## config.mk

```make
export PLATFORM = sky130hd
export DESIGN_NAME = unstripe_lane_sched
export DESIGN_NICKNAME = d
export VERILOG_FILES = /design/src/rtl/phy_pkg.sv /design/src/rtl/unstripe_lane_fifo.sv /design/src/rtl/unstripe_lane_sched.sv
export SDC_FILE = /design/constraint.sdc
export NUM_CORES = 1
export LEC_CHECK = 0
export CAP_MARGIN = 20
export CORE_MARGIN = 2
export CORE_UTILIZATION = 40
export DETAILED_ROUTE_END_ITERATION = 10
export PLACE_DENSITY = 0.71
export SYNTH_ARGS = -nofsm -noshare
export SYNTH_HDL_FRONTEND = slang
export SYNTH_SLANG_ARGS = --single-unit
export TNS_END_PERCENT = 20
```

## constraint.sdc

```tcl
create_clock -name clk_2f -period 3.61 [get_ports clk_2f]
set_clock_uncertainty 0.2 [all_clocks]
set_input_delay 1.083 -clock clk_2f [delete_from_list [all_inputs] [get_ports clk_2f]]
set_output_delay 1.083 -clock clk_2f [all_outputs]
set_load 0.01 [all_outputs]
```

## src/rtl/phy_pkg.sv

```systemverilog
// Shared definitions for the two-lane PHY receive path.
//   PHY_DATA_WIDTH : default byte width per lane
//   lane_t         : lane index (1 bit), with LANE0 / LANE1 constants
//   state_t        : unstripe sequencer state {IDLE, RUN}
package phy_pkg;
    localparam int PHY_DATA_WIDTH = 8;

    typedef logic lane_t;

    localparam lane_t LANE0 = 1'b0;
    localparam lane_t LANE1 = 1'b1;

    typedef enum logic {
        IDLE = 1'b0,
        RUN  = 1'b1
    } state_t;
endpackage

```

## src/rtl/unstripe_lane_fifo.sv

```systemverilog
// Per-lane synchronous FIFO for the unstripe scheduler.
//   clk_2f, reset (sync, active-low), clr (sync empty)
//   push/din : write side. A push into a full buffer is accepted only when
//              the same cycle also pops; otherwise it is dropped and 'drop' pulses.
//   pop      : remove head (ignored when empty)
//   head     : current head byte (combinational from storage, no bypass)
//   empty/full : occupancy status, from a count that reaches FIFO_DEPTH
module unstripe_lane_fifo #(
    parameter int DATA_WIDTH = 8,
    parameter int FIFO_DEPTH = 4
) (
    input  logic                  clk_2f,
    input  logic                  reset,
    input  logic                  clr,
    input  logic                  push,
    input  logic [DATA_WIDTH-1:0] din,
    input  logic                  pop,
    output logic [DATA_WIDTH-1:0] head,
    output logic                  empty,
    output logic                  full,
    output logic                  drop
);
    localparam int AW = $clog2(FIFO_DEPTH);
    localparam int CW = $clog2(FIFO_DEPTH + 1);

    logic [DATA_WIDTH-1:0] mem [FIFO_DEPTH];
    logic [AW-1:0]         rptr, wptr;
    logic [CW-1:0]         count;
    logic                  accept, do_pop;

    assign empty  = (count == '0);
    assign full   = (count == CW'(FIFO_DEPTH));
    assign do_pop = pop && !empty;
    // When full, the slot being written is the one being read this edge.
    assign accept = push && (!full || do_pop);
    assign drop   = push && full && !do_pop;
    assign head   = mem[rptr];

    // Pointers wrap naturally since FIFO_DEPTH is a power of two.
    always_ff @(posedge clk_2f) begin
        if (!reset || clr) begin
            rptr  <= '0;
            wptr  <= '0;
            count <= '0;
        end else begin
            if (accept) wptr <= wptr + AW'(1);
            if (do_pop) rptr <= rptr + AW'(1);
            case ({accept, do_pop})
                2'b10:   count <= count + CW'(1);
                2'b01:   count <= count - CW'(1);
                default: count <= count;
            endcase
        end
    end

    always_ff @(posedge clk_2f) begin
        if (reset && !clr && accept) mem[wptr] <= din;
    end
endmodule

```

## src/rtl/unstripe_lane_sched.sv

```systemverilog
// Receive-side unstripe scheduler: merges two lane buffers back into one byte
// stream in strict lane0, lane1, lane0 ... order, stalling on a missing byte.
//   clk_2f, reset (sync, active-low), flush (sync, keeps error flags)
//   data_in0/valid_in0, data_in1/valid_in1 : per-lane byte pushes
//   data_out0/valid_out : registered merged byte
//   lane_sel : lane expected next; active : sequencer in RUN
//   ovf_err[i] : sticky lane-i overflow; skew_err : sticky skew flag
module unstripe_lane_sched
    import phy_pkg::*;
#(
    parameter int DATA_WIDTH = PHY_DATA_WIDTH,
    parameter int FIFO_DEPTH = 4
) (
    input  logic                  clk_2f,
    input  logic                  reset,
    input  logic                  flush,
    input  logic [DATA_WIDTH-1:0] data_in0,
    input  logic                  valid_in0,
    input  logic [DATA_WIDTH-1:0] data_in1,
    input  logic                  valid_in1,
    output logic [DATA_WIDTH-1:0] data_out0,
    output logic                  valid_out,
    output lane_t                 lane_sel,
    output logic                  active,
    output logic [1:0]            ovf_err,
    output logic                  skew_err
);
    logic [DATA_WIDTH-1:0] head0, head1, head_sel;
    logic [1:0]            empty, full, drop, pop;
    logic                  pop_req;
    state_t                state, state_n;
    lane_t                 lane_sel_n;

    // Flush discards the cycle's pushes and suppresses the pop.
    assign pop_req  = !flush && !empty[lane_sel];
    assign pop[0]   = pop_req && (lane_sel == LANE0);
    assign pop[1]   = pop_req && (lane_sel == LANE1);
    assign head_sel = (lane_sel == LANE0) ? head0 : head1;

    unstripe_lane_fifo #(.DATA_WIDTH(DATA_WIDTH), .FIFO_DEPTH(FIFO_DEPTH)) u_fifo0 (
        .clk_2f(clk_2f), .reset(reset), .clr(flush),
        .push(valid_in0 && !flush), .din(data_in0), .pop(pop[0]),
        .head(head0), .empty(empty[0]), .full(full[0]), .drop(drop[0])
    );

    unstripe_lane_fifo #(.DATA_WIDTH(DATA_WIDTH), .FIFO_DEPTH(FIFO_DEPTH)) u_fifo1 (
        .clk_2f(clk_2f), .reset(reset), .clr(flush),
        .push(valid_in1 && !flush), .din(data_in1), .pop(pop[1]),
        .head(head1), .empty(empty[1]), .full(full[1]), .drop(drop[1])
    );

    always_ff @(posedge clk_2f) begin
        if (!reset) begin
            state    <= IDLE;
            lane_sel <= LANE0;
        end else begin
            state    <= state_n;
            lane_sel <= lane_sel_n;
        end
    end

    always_comb begin
        state_n    = state;
        lane_sel_n = lane_sel;
        if (flush) begin
            state_n    = IDLE;
            lane_sel_n = LANE0;
        end else if (pop_req) begin
            state_n    = RUN;
            lane_sel_n = ~lane_sel;
        end
    end

    assign active = (state == RUN);

    always_ff @(posedge clk_2f) begin
        if (!reset) begin
            data_out0 <= '0;
            valid_out <= 1'b0;
        end else if (pop_req) begin
            data_out0 <= head_sel;
            valid_out <= 1'b1;
        end else begin
            valid_out <= 1'b0;
        end
    end

    // Skew: the expected lane has nothing while the other lane has run out of room.
    always_ff @(posedge clk_2f) begin
        if (!reset) begin
            ovf_err  <= 2'b00;
            skew_err <= 1'b0;
        end else begin
            ovf_err <= ovf_err | drop;
            if (!flush && empty[lane_sel] && full[~lane_sel]) skew_err <= 1'b1;
        end
    end
endmodule
```

Yosys cells after proc, flatten, opt, wreduce, memory -nomap -nowiden
Memories as Yosys holds them, arrays and structs flattened. A register that Yosys moved wholly into a read port is not among the register bits.
Index checks and enable logic that the tools add are counted.
{"block": "word_totals", "reg_bits": 28, "ram_bits": 64, "inputBits": 21, "wordCells": 84, "mem_count": 2}
{"memory": "u_fifo0.mem", "depth": 4, "width": 8, "read_ports": 1, "rd_clocked_by_memory_dff": 1, "wr": 1, "line": "unstripe_lane_fifo.sv:26", "text": "logic [DATA_WIDTH-1:0] mem [FIFO_DEPTH];"}
{"memory": "u_fifo1.mem", "depth": 4, "width": 8, "read_ports": 1, "rd_clocked_by_memory_dff": 1, "wr": 1, "line": "unstripe_lane_fifo.sv:26"}
{"block": "op_classes", "n_addsub": 8, "order_cmp": 2, "n_eq_ne": 6, "muxes": 16, "bitwise": 3, "reduce_logical": 35}
{"cell": "$logic_and A1 B1 Y1", "n": 18}
{"cell": "$pmux W3 S2", "n": 2}
{"cell": "$logic_not A1 Y1", "n": 9}
{"cell": "$mux W1", "n": 9}
{"cell": "$add A2 B1 Y2 const B", "n": 4}
{"cell": "$mux W2", "n": 4}
{"cell": "$mux W8", "n": 1}
{"cell": "$add A3 B1 Y3 const B", "n": 2}
{"cell": "$eq A3 B3 Y1 const B", "n": 2}
{"cell": "$logic_not A3 Y1", "n": 2}
{"cell": "$sub A3 B1 Y3 const B", "n": 2}
{"cell": "$eq A2 B1 Y1 const B", "n": 2}
{"cell": "$eq A2 B2 Y1 const B", "n": 2}
{"cell": "$lt A1 B2 Y1 const B", "n": 2}
{"cell": "$reduce_bool A2 Y1", "n": 2}
{"cell": "$logic_or A1 B1 Y1", "n": 3}
{"cell": "$not A1 Y1", "n": 2}
{"cell": "$or A2 B2 Y2", "n": 1}
{"cell": "$reduce_or A2 Y1", "n": 1}

Longest topological paths before layout
Gate-level depths: netlist of the first run.
{"block": "depth", "word_depth": 12, "depth_mapped": 10, "mapped_depth_nobuf": 9}

Modules after synthesis
From an unflattened synthesis of the first run, not the netlist that was laid out.
{"block": "hier_totals", "hier_cells": 291, "area_unflattened_um2": 4165.2}
{"module": "unstripe_lane_fifo (u_fifo0)", "n_inst": 1, "cells_per_inst": 110, "area_per_inst_um2": 1755.4, "seq_area_each_um2": 1141.1}
{"module": "unstripe_lane_fifo (u_fifo1)", "n_inst": 1, "cells_per_inst": 111, "area_per_inst_um2": 1744.2, "seq_area_each_um2": 1141.1}
{"module": "unstripe_lane_sched", "n_inst": 1, "cells_per_inst": 70, "area_per_inst_um2": 665.6, "seq_area_each_um2": 280.3}

Least setup slack after synthesis of the first run
OpenSTA, ideal clock, no wires.
{"block": "synth_timing", "kind": "input to register", "from": "input flush", "to": "register u_fifo1.count[1]", "setup_time_ps": 114, "arrival_time_ps": 2810, "path_slack_ps": 486, "path_stages": 9, "path_buffers": 2, "cell_sequence": "clkbuf_1 > nor2b_1 > and2_1 > buf_6 > nand2_1 > fa_1 > nand2_1 > a21oi_1 > a2111oi_0"}
{"block": "synth_via", "elab_chain_cells": 8, "elab_cells_between_ends": 12}
{"element": "start, declared", "line": "unstripe_lane_sched.sv:16", "text": "input logic flush,"}
{"element": "$logic_not A1 Y1", "line": "unstripe_lane_sched.sv:35, unstripe_lane_sched.sv:48"}
{"element": "$logic_and A1 B1 Y1", "line": "unstripe_lane_sched.sv:35", "text": "assign pop_req = !flush && !empty[lane_sel];"}
{"element": "$logic_and A1 B1 Y1", "line": "unstripe_lane_sched.sv:37", "text": "assign pop[1] = pop_req && (lane_sel == LANE1);"}
{"element": "$logic_and A1 B1 Y1", "line": "unstripe_lane_fifo.sv:33", "text": "assign do_pop = pop && !empty;"}
{"element": "$logic_or A1 B1 Y1", "line": "unstripe_lane_fifo.sv:35", "text": "assign accept = push && (!full || do_pop);"}
{"element": "$logic_and A1 B1 Y1", "line": "unstripe_lane_fifo.sv:35"}
{"element": "$eq A2 B1 Y1 / $eq A2 B2 Y1 (equally long branches)", "line": "unstripe_lane_fifo.sv:48", "text": "case ({accept, do_pop})"}
{"element": "$pmux W3 S2 / $reduce_bool A2 Y1 (equally long branches)"}
{"element": "end signal, assigned", "line": "unstripe_lane_fifo.sv:49", "text": "2'b10: count <= count + CW'(1);"}
{"element": "end signal, assigned", "line": "unstripe_lane_fifo.sv:50", "text": "2'b01: count <= count - CW'(1);"}
{"element": "end signal, assigned", "line": "unstripe_lane_fifo.sv:51", "text": "default: count <= count;"}
{"element": "end, declared", "line": "unstripe_lane_fifo.sv:28", "text": "logic [CW-1:0] count;"}
Parallel ways exist; a longest one is shown, timed or not.
A chain may end at the register's enable or synchronous reset.

Final worst setup path of the first run
Ends and elaborated chain as after synthesis.

==> key figures, run 1 <==
Final layout
  – Final non-filler cell total: 438
  – Final-stage net count: around 330
  – Finished Cell Area: 4580 sq um
  – Synthesis-to-finish area growth: 17.4%
  – Layout cells sized above 1: 15.4%
  – Ant. Diodes: 0

GRT
  – Overflow left after global routing: 0
  – Global-route wire length before repair: 11300 um
  – Global routing usage on met2: 24.3%
  – Largest net degree at the start of global routing: 19
  – Top Usage Layer GRT: met2
  – Met3 usage: under 10%
  – Initial antenna violation count: 0
  – GRT Util Overall: 14.5%
  – Vias in the first global route: 2283
  – Met1 Usage GRT: 18.7%

Detailed routing
  – First-pass iteration count of the detailed router: 4
  – Via count: around 2200
  – Number of remaining DRC errors: 0
  – Routed Antenna Nets: 0
  – Via density per instance: 5.06
  – Final wirelength: 6980 um
  – Drt wl/cell: 15.9 um
  – Iteration-0 DRC Markers: 149

Floorplan
  – Row count: 36
  – Initial Utilization: 40.5%
  – Die X: about 100 um
  – DIE HEIGHT: between 100 and 150 um
  – Core Region: 9640 sq um
  – # IOs: 35
  – Die area: 10600 sq um

Yosys
  – Synth Flop Type: edfxtp_1
  – Fraction of registers with async set/reset: 0%
  – EDFF count, synth: 64
  – Top cell type's share of synthesized area: approximately half
  – Synth Area per Inst: 15.0 sq um
  – Mapped Nets: 292
  – Post-Syn Area: 3900 sq um
  – Top cells by area, synth: edfxtp_1 (49%), dfxtp_1 (16%), mux4_2 (9.2%), ha_1 (2.9%), inv_1 (1.9%)
  – Post-synthesis sequential area ratio: 65.6%
  – Netlist cell types: 40
  – Synth Warn #: 0
  – Syn Inst Count: 260
  – Area leader, netlist: edfxtp_1
  – #FFs+latches synth: 96

STA
  – RSZ-0062 raised after global routing: false
  – Post-layout min period: roughly 3.3 ns
  – Max Clk Rate: 0.307 GHz
  – Worst slew pin tran: around 0.72 ns
  – Hold Vio Cnt, Final: 0
  – # setup viols final: 0
  – Max-slew headroom: between 50% and 60%
  – Final Cycle Share: 90.3%
  – Final Max Slew Viols: 0
  – Setup TNS: 0 ns

Worst setup path
  – Worst path max stage delay: 0.52 ns
  – Critical Path RT: 3.61 ns
  – Arrival time worst endpoint: between 3 and 4 ns
  – Worst Path Max Fanout: 6
  – Most frequent CP cell: nand2_1
  – Crit-path cells: clkdlybuf4s50_1 > buf_4 > nor2b_1 > and2_1 > nand2_1 > fa_1 > nand2_1 > a21oi_1 > a2111oi_0
  – Critical Path Sink Type: register
  – Setup crit start kind: input pin
  – Type of the worst setup path: in2reg
  – CP max-delay cell: a2111oi_0

Clock network
  – Root Driver: clkbuf_8
  – Clock sink count: 96
  – Clk slew on worst S/H paths: around 0.10 ns
  – Post_cts resized: 0
  – Clk_lat worst skew: roughly 0.36 ns
  – Post-CTS Setup Repair Bufs: 0
  – CTS Hold Bufs: 0
  – Num CTS Buffers: 9
  – CTS H-tree depth: 3
  – CTS tree: yes
  – Clk buf depth: 2

Job
  – Max Cap Violations: 0

Place
  – Placer congestion estimate: 0.837
  – Detail Placement HPWL: 4900 um
  – DP Area: approximately 4400 sq um
  – Input/output buffers: 34
  – Dpl cells: roughly 420

Power
  – Pwr/cell area: 427 nW/um^2
  – Leak: around 1.5 nW
  – VDD IR-drop max: roughly 240 uV

Outcome
  – Outcome: finished clean

Min path
  – HP Class: reg2reg
==> cell families (layout without fill, tap and decap cells) <==
group	Yosys count	after routing	synth area share, %
adder cells (fa/ha/maj)	11	11	3.91
XOR/XNOR	9	9	2.02
AND/OR/NAND/NOR	56	56	8.24
AO/OA/AOI/OAI	36	36	6.31
flip-flops	96	96	65.6
multiplexers	19	19	10.0
buffers and inverters	33	78	3.85
==> final timing paths <==
check	depth (start not counted)	startpoint	slack, ns	to
min	2	data_out0[1]	0.27	data_out0[1]
max	9	flush	0.35	u_fifo1.count[1]
max reg2reg	9	lane_sel	0.75	u_fifo0.count[2]
min reg2reg	2	data_out0[1]	0.27	data_out0[1]
==> critical path: cells and delay by family <==
kind | cells | cell delay (ns)
and+or+nand+nor | 4 | 0.49
buffers and inverters | 2 | 0.64
adders and majority gates | 1 | 0.45
AOI/OAI and AO/OA | 2 | 0.59
==> final cells by class <==
class	instances	area [sq um]
clock inverter	7	63.8
tap	133	166
inverter	20	75.1
clock buffer	9	124
sequential	96	2560
timing repair buffer	42	400
multi-input combinational	131	1190
fill	892	5060
==> flip-flops by register name, summed over array words and instances (netlist names), named ones only <==
name	cells
active	1
data_out0	8
lane_sel	1
ovf_err	2
skew_err	1
u_fifo0.count	3
u_fifo0.mem	32
u_fifo0.rptr	2
u_fifo0.wptr	2
u_fifo1.count	3
u_fifo1.mem	32
u_fifo1.rptr	2
u_fifo1.wptr	2
valid_out	1
==> layer usage <==
| metal | wire [um] | vias to the layer above | share of wire, % |
|---|---|---|---|
| met3 | 245 | 10 | 3.5 |
| met1 | 3140 | 1110 | 45 |
| li1 | - | 1052 | - |
| met2 | 3510 | 46 | 50 |
| met4 | 78 | 0 | 1.1 |
| met5 | 0 | - | 0 |
==> cell usage in the layout (no fill, tap or decap), types with 2 or more instances in the layout <==
master           count
nor2_1              18
mux2i_1              2
nand2b_1             3
nor2b_1              3
a21oi_1              7
mux4_2              16
nand3_1              3
or3_1                2
inv_1               20
fa_1                 2
and3_1               8
o21ai_1              9
nor3_1               4
clkinvlp_4           2
a32oi_1              8
clkinv_4             2
xnor2_1              6
clkbuf_8             9
buf_4                8
a31oi_1              4
xor2_1               3
nor4b_2              2
clkdlybuf4s50_1     34
dfxtp_1             32
o21ai_0              4
inv_8                2
nand2_1              5
o21a_1               2
edfxtp_1            64
ha_1                 9
==> per-stage QoR <==
| step | total power, mW | hold WS (ns) | util [%] | worst slack [ns] |
|---|---|---|---|---|
| 6_report | 1.96 | 0.270 | 47.5 | 0.351 |
| 2_1_floorplan | 1.27 | 0.267 | - | 0.486 |
| 3_3_place_gp | 1.32 | 0.247 | 45.6 | 0.298 |
| 3_5_place_dp | 1.32 | 0.253 | 45.6 | 0.0364 |
| 4_1_cts | 1.97 | 0.270 | 47.5 | 0.456 |
| 5_1_grt | 2.03 | 0.283 | 47.5 | 0.179 |
==> where the power goes <==
group	switching [mW]	leakage [nW]	internal [mW]
logic	0.0526	0.531	0.0513
registers	0.00912	0.837	1.18
clock network	0.395	0.0899	0.265
total	0.457	1.46	1.50
==> cell usage after synthesis, types with 4 or more instances <==
library cell and number:
a32oi_1 8, edfxtp_1 64, nand2_1 5, nor2_1 18, a21oi_1 7, nor3_1 4, a31oi_1 4, o21ai_1 9
xnor2_1 6, clkbuf_1 5, mux4_2 16, o21ai_0 4, inv_1 20, and3_1 8, ha_1 9, dfxtp_1 32
No activity file was read; power rests on OpenSTA's default activity.
==> run 2: changes to the inputs <==
--- a/config.mk
+++ b/config.mk
@@ -10,6 +10,7 @@
 export CORE_UTILIZATION = 40
 export DETAILED_ROUTE_END_ITERATION = 10
 export PLACE_DENSITY = 0.71
+export RECOVER_POWER = 25
 export SYNTH_ARGS = -nofsm -noshare
 export SYNTH_HDL_FRONTEND = slang
 export SYNTH_SLANG_ARGS = --single-unit
==> run 2 against run 1 <==
Largest power group unchanged. Critical endpoint unchanged. First-iteration DRC count unchanged. Die area unchanged. Maximum frequency down 0.16%. Utilization unchanged. Via count is 0.14% higher. Sequential share of layout area did not move. Power fell by 0.21%.
==> key figures, run 2 (synthesis gave the netlist of run 1 again) <==
GRT
  – Global-route wire length before repair: 11300 um
  – Initial antenna violation count: 0
  – GRT Util Overall: between 10% and 20%
  – Overflow left after global routing: 0
  – Vias in the first global route: 2283
  – Largest net degree at the start of global routing: 19

Clock network
  – CTS H-tree depth: 3
  – CTS tree: yes
  – Post_cts resized: 0
  – Clk slew on worst S/H paths: 0.10 ns
  – Clk_lat worst skew: 0.36 ns
  – Clk buf depth: 2
  – Clock sink count: 96
  – Num CTS Buffers: 9
  – Post-CTS Setup Repair Bufs: 0
  – CTS Hold Bufs: 0
  – Root Driver: clkbuf_8

Worst setup path
  – Worst Path Max Fanout: 6
  – Setup crit start kind: input pin
  – Critical Path Sink Type: register
  – Critical Path RT: around 3.6 ns
  – Type of the worst setup path: in2reg
  – Arrival time worst endpoint: ~3.3 ns

STA
  – Final Cycle Share: 90.4%
  – Hold Vio Cnt, Final: 0
  – Max Clk Rate: 0.306 GHz
  – Hold slack: 0.270 ns
  – # setup viols final: 0
  – Post-layout min period: 3.26 ns
  – Worst slew pin tran: 0.731 ns
  – RSZ-0062 raised after global routing: false
  – Setup TNS: 0 ns
  – Final Max Slew Viols: 0
  – Max-slew headroom: 51.0%

Final layout
  – Largest regs: u_fifo0.mem (32), u_fifo1.mem (32), data_out0 (8)
  – Final-stage net count: 332
  – Commonest non-fill, non-tap cell in the layout: edfxtp_1
  – Most frequent cells in the layout: edfxtp_1 (64), dfxtp_1 (32), clkdlybuf4s50_1 (23)
  – Layout cells sized above 1: between 10% and 20%
  – Ant. Diodes: 0
  – Fill cell count: 892
  – Synthesis-to-finish area growth: 17.4%

Place
  – Input/output buffers: 34
  – Detail Placement HPWL: 4900 um
  – Placer congestion estimate: 0.837

Detailed routing
  – Via count: roughly 2200
  – First-pass iteration count of the detailed router: 4
  – Number of remaining DRC errors: 0
  – Via density per instance: 5.07
  – Routed Antenna Nets: 0
  – Final wirelength: around 7000 um
  – Iteration-0 DRC Markers: between 100 and 150
  – Drt wl/cell: about 16 um

Floorplan
  – Die X: 103 um
  – Row count: 36
  – Core Region: a little under 10000 sq um
  – DIE HEIGHT: 103 um
  – Initial Utilization: 40.5%
  – # IOs: 35
  – Die area: 10600 sq um

Power
  – VDD IR-drop max: 235 uV
  – Pwr/cell area: 426 nW/um^2
  – Leak: 1.46 nW
  – Design Power: 1.95 mW

Min path
  – HP Class: reg2reg

Outcome
  – Outcome: finished clean

Job
  – Max Cap Violations: 0
## run 2: changes by cell type in the layout (fill, tap and decap cells not counted), sizes merged
cell	previous run	this run
clkdlybuf4s50	34	23
dlygate4sd3	0	11
## run 2: worst paths after layout
path                start  cells after the start  slack, ns          endpoint
max reg2reg      lane_sel                      9       0.74  u_fifo0.count[2]
min          data_out0[1]                      2       0.27      data_out0[1]
max                 flush                      9       0.35  u_fifo1.count[1]
min reg2reg  data_out0[1]                      2       0.27      data_out0[1]
## run 2: cell type report
| class | instances | area, sq um | area share [%] |
|---|---|---|---|
| Timing Repair Buffer | 42 | 400 | 8.74 |
| Clock inverter | 7 | 63.8 | 1.39 |
| Sequential cell | 96 | 2560 | 55.9 |
| Clock buffer | 9 | 124 | 2.70 |
| Multi-Input combinational cell | 131 | 1190 | 26.0 |
| Inverter | 20 | 75.1 | 1.64 |
| Tap cell | 133 | 166 | 3.63 |
## run 2: metal layers
layer	wire, um	track usage, %	up-vias
met5	0	0	-
met4	70	5.47	0
met3	254	2.98	9
met2	3500	24.3	58
met1	3140	18.7	1103
li1	-	-	1051
## run 2: per-stage QoR
stage          setup slack, ns  utilization, %  cells  area, sq um
2_1_floorplan            0.486               -    260         3900
3_3_place_gp             0.298            45.6    422         4400
3_5_place_dp            0.0364            45.6    422         4400
4_1_cts                  0.456            47.5    438         4580
5_1_grt                  0.179            47.5    438         4580
6_report                 0.346            47.5    438         4580
## run 2: critical path, stage by stage
cell             delay, ns
clkdlybuf4s50_1       0.46
buf_4                 0.18
nor2b_1               0.13
and2_1                0.18
nand2_1               0.09
fa_1                  0.45
nand2_1               0.08
a21oi_1               0.07
a2111oi_0             0.53
## run 2: report_power, final
| part | leakage (nW) | total [mW] | switching, mW | internal, mW |
|---|---|---|---|---|
| Combinational | 0.534 | 0.101 | 0.0526 | 0.0488 |
| Sequential | 0.837 | 1.19 | 0.00912 | 1.18 |
| Clock | 0.0899 | 0.658 | 0.393 | 0.265 |
| Total | 1.46 | 1.95 | 0.455 | 1.50 |
==> run 3: changes to the inputs <==
--- a/config.mk
+++ b/config.mk
@@ -5,12 +5,13 @@
 export SDC_FILE = /design/constraint.sdc
 export NUM_CORES = 1
 export LEC_CHECK = 0
-export CAP_MARGIN = 20
+export CAP_MARGIN = 30
 export CORE_MARGIN = 2
 export CORE_UTILIZATION = 40
 export DETAILED_ROUTE_END_ITERATION = 10
 export PLACE_DENSITY = 0.71
 export RECOVER_POWER = 25
+export SETUP_SLACK_MARGIN = 0.02
 export SYNTH_ARGS = -nofsm -noshare
 export SYNTH_HDL_FRONTEND = slang
 export SYNTH_SLANG_ARGS = --single-unit
==> constraint.sdc (replaced) <==
create_clock -name clk_2f -period 3.6 [get_ports clk_2f]
set_clock_uncertainty 0.2 [all_clocks]
set_input_delay 1.08 -clock clk_2f [delete_from_list [all_inputs] [get_ports clk_2f]]
set_output_delay 1.08 -clock clk_2f [all_outputs]
set_load 0.01 [all_outputs]
==> run 3 against run 2 <==
Critical path depth down 1. Power grew 1.3%. Highest routed layer unchanged. Clock-buffer cell count did not move. Worst hold slack lost 0.012 ns. Critical endpoint is now u_fifo0.count[2]. Clock power rose by 3.6%. Largest cell class unchanged.
==> key figures, run 3 (synthesis gave the netlist of run 1 again) <==
Outcome
  – Outcome: finished clean

STA
  – # setup viols final: 0
  – Setup TNS: 0 ns
  – Max Clk Rate: 0.320 GHz
  – Worst slew pin tran: 0.741 ns
  – Final Cycle Share: 86.9%
  – Post-layout min period: 3.13 ns
  – RSZ-0062 raised after global routing: false
  – Final Max Slew Viols: 0
  – Max-slew headroom: about half
  – Hold Vio Cnt, Final: 0

Worst setup path
  – Worst Path Max Fanout: 8
  – Critical Path Sink Type: register
  – Arrival time worst endpoint: 3.23 ns
  – Critical Path RT: about 3.7 ns
  – Setup crit start kind: input pin
  – Type of the worst setup path: in2reg

GRT
  – Vias in the first global route: 2246
  – GRT Util Overall: about 14%
  – Overflow left after global routing: 0
  – Largest net degree at the start of global routing: 20
  – Global-route wire length before repair: 10900 um
  – Initial antenna violation count: 0

Final layout
  – Final-stage net count: ~330
  – Synthesis-to-finish area growth: 17.4%
  – Final non-filler cell total: 437
  – Final core utilization: 47.6%
  – Most frequent cells in the layout: edfxtp_1 (64), dfxtp_1 (32), clkdlybuf4s50_1 (21)
  – Finished Cell Area: 4580 sq um
  – Commonest non-fill, non-tap cell in the layout: edfxtp_1
  – Ant. Diodes: 0
  – Largest regs: u_fifo0.mem (32), u_fifo1.mem (32), data_out0 (8)
  – Layout cells sized above 1: 15.1%
  – Fill cell count: 861

Detailed routing
  – Routed Antenna Nets: 0
  – Via density per instance: 4.99
  – Iteration-0 DRC Markers: 124
  – Final wirelength: 6750 um
  – First-pass iteration count of the detailed router: 4
  – Via count: 2181
  – Number of remaining DRC errors: 0
  – Drt wl/cell: between 15 and 20 um

Clock network
  – Post-CTS Setup Repair Bufs: 0
  – Post_cts resized: 0
  – CTS Hold Bufs: 0
  – Root Driver: clkbuf_8
  – Clk buf depth: 2
  – CTS H-tree depth: 3
  – Clk slew on worst S/H paths: 0.10 ns
  – Clock sink count: 96
  – Num CTS Buffers: 9
  – Clk_lat worst skew: 0.36 ns
  – CTS tree: yes

Power
  – Switching share of power: 23.8%
  – Leak: between 1 and 1.5 nW
  – Clock share of power: between 30% and 40%
  – Sequential share of power: 60.4%
  – VDD IR-drop max: 193 uV
  – Logic pwr share: under 10%
  – Pwr/cell area: about 430 nW/um^2
  – Design Power: 1.98 mW
  – Sw Pwr: 470 uW
  – Internal power: 1.51 mW

Floorplan
  – Core Region: 9640 sq um
  – Die X: just over 100 um
  – Initial Utilization: 40.5%
  – Die area: 10600 sq um
  – DIE HEIGHT: 103 um
  – Row count: 36
  – # IOs: 35

Place
  – Detail Placement HPWL: 4750 um
  – Placer congestion estimate: 0.809
  – DP Area: 4390 sq um
  – Dpl cells: 421
  – Input/output buffers: 34

Job
  – Max Cap Violations: 0

Min path
  – HP Class: reg2reg
-- run 3: layout make-up --
type                       count  area, sq um  area share (%)
sequential                    96         2560            55.9
clock buffer                   9          124            2.70
timing repair buffer          41          393            8.57
inverter                      20         75.1            1.64
clock inverter                 7         72.6            1.58
multi-input combinational    131         1190            26.0
tap                          133          166            3.63
-- run 3: final timing paths --
check                                 startpoint                to  slack [ns]  depth (start not counted)
worst min register to register      data_out0[6]      data_out0[6]        0.26                          2
worst max register to register  u_fifo0.count[2]  u_fifo0.count[2]        0.97                          9
worst min-delay path                data_out0[6]      data_out0[6]        0.26                          2
worst max-delay path                       flush  u_fifo0.count[2]        0.47                          8
-- run 3: per-layer routing --
layer	up-vias	part of all wire (%)	global-route usage [%]
li1	1053	-	-
met1	1075	45	17.8
met2	46	49	23.3
met4	0	1.2	4.86
met5	-	0	0
met3	7	4.2	4.07
-- run 3: critical path: stages --
cell and delay [ns]:
clkdlybuf4s50_1 0.55, nor3_1 0.32, ha_1 0.23, inv_1 0.06
fa_1 0.37, xor2_1 0.16, or3_1 0.31, a21oi_1 0.14
-- run 3: power groups by stage --
stage               Sequential [mW]  Combinational (mW)  Clock [mW]
floorplan                      1.22              0.0555           0
global route                   1.20               0.111       0.746
detailed placement             1.22               0.104           0
finish                         1.19               0.100       0.682
global placement               1.22               0.101           0
CTS                            1.19               0.104       0.699
-- run 3: per-stage QoR --
step / hold slack, ns / setup slack (ns)
6_report: 0.258 / 0.471
5_1_grt: 0.284 / 0.332
4_1_cts: 0.261 / 0.458
3_5_place_dp: 0.247 / 0.0711
3_3_place_gp: 0.247 / 0.175
2_1_floorplan: 0.267 / 0.479
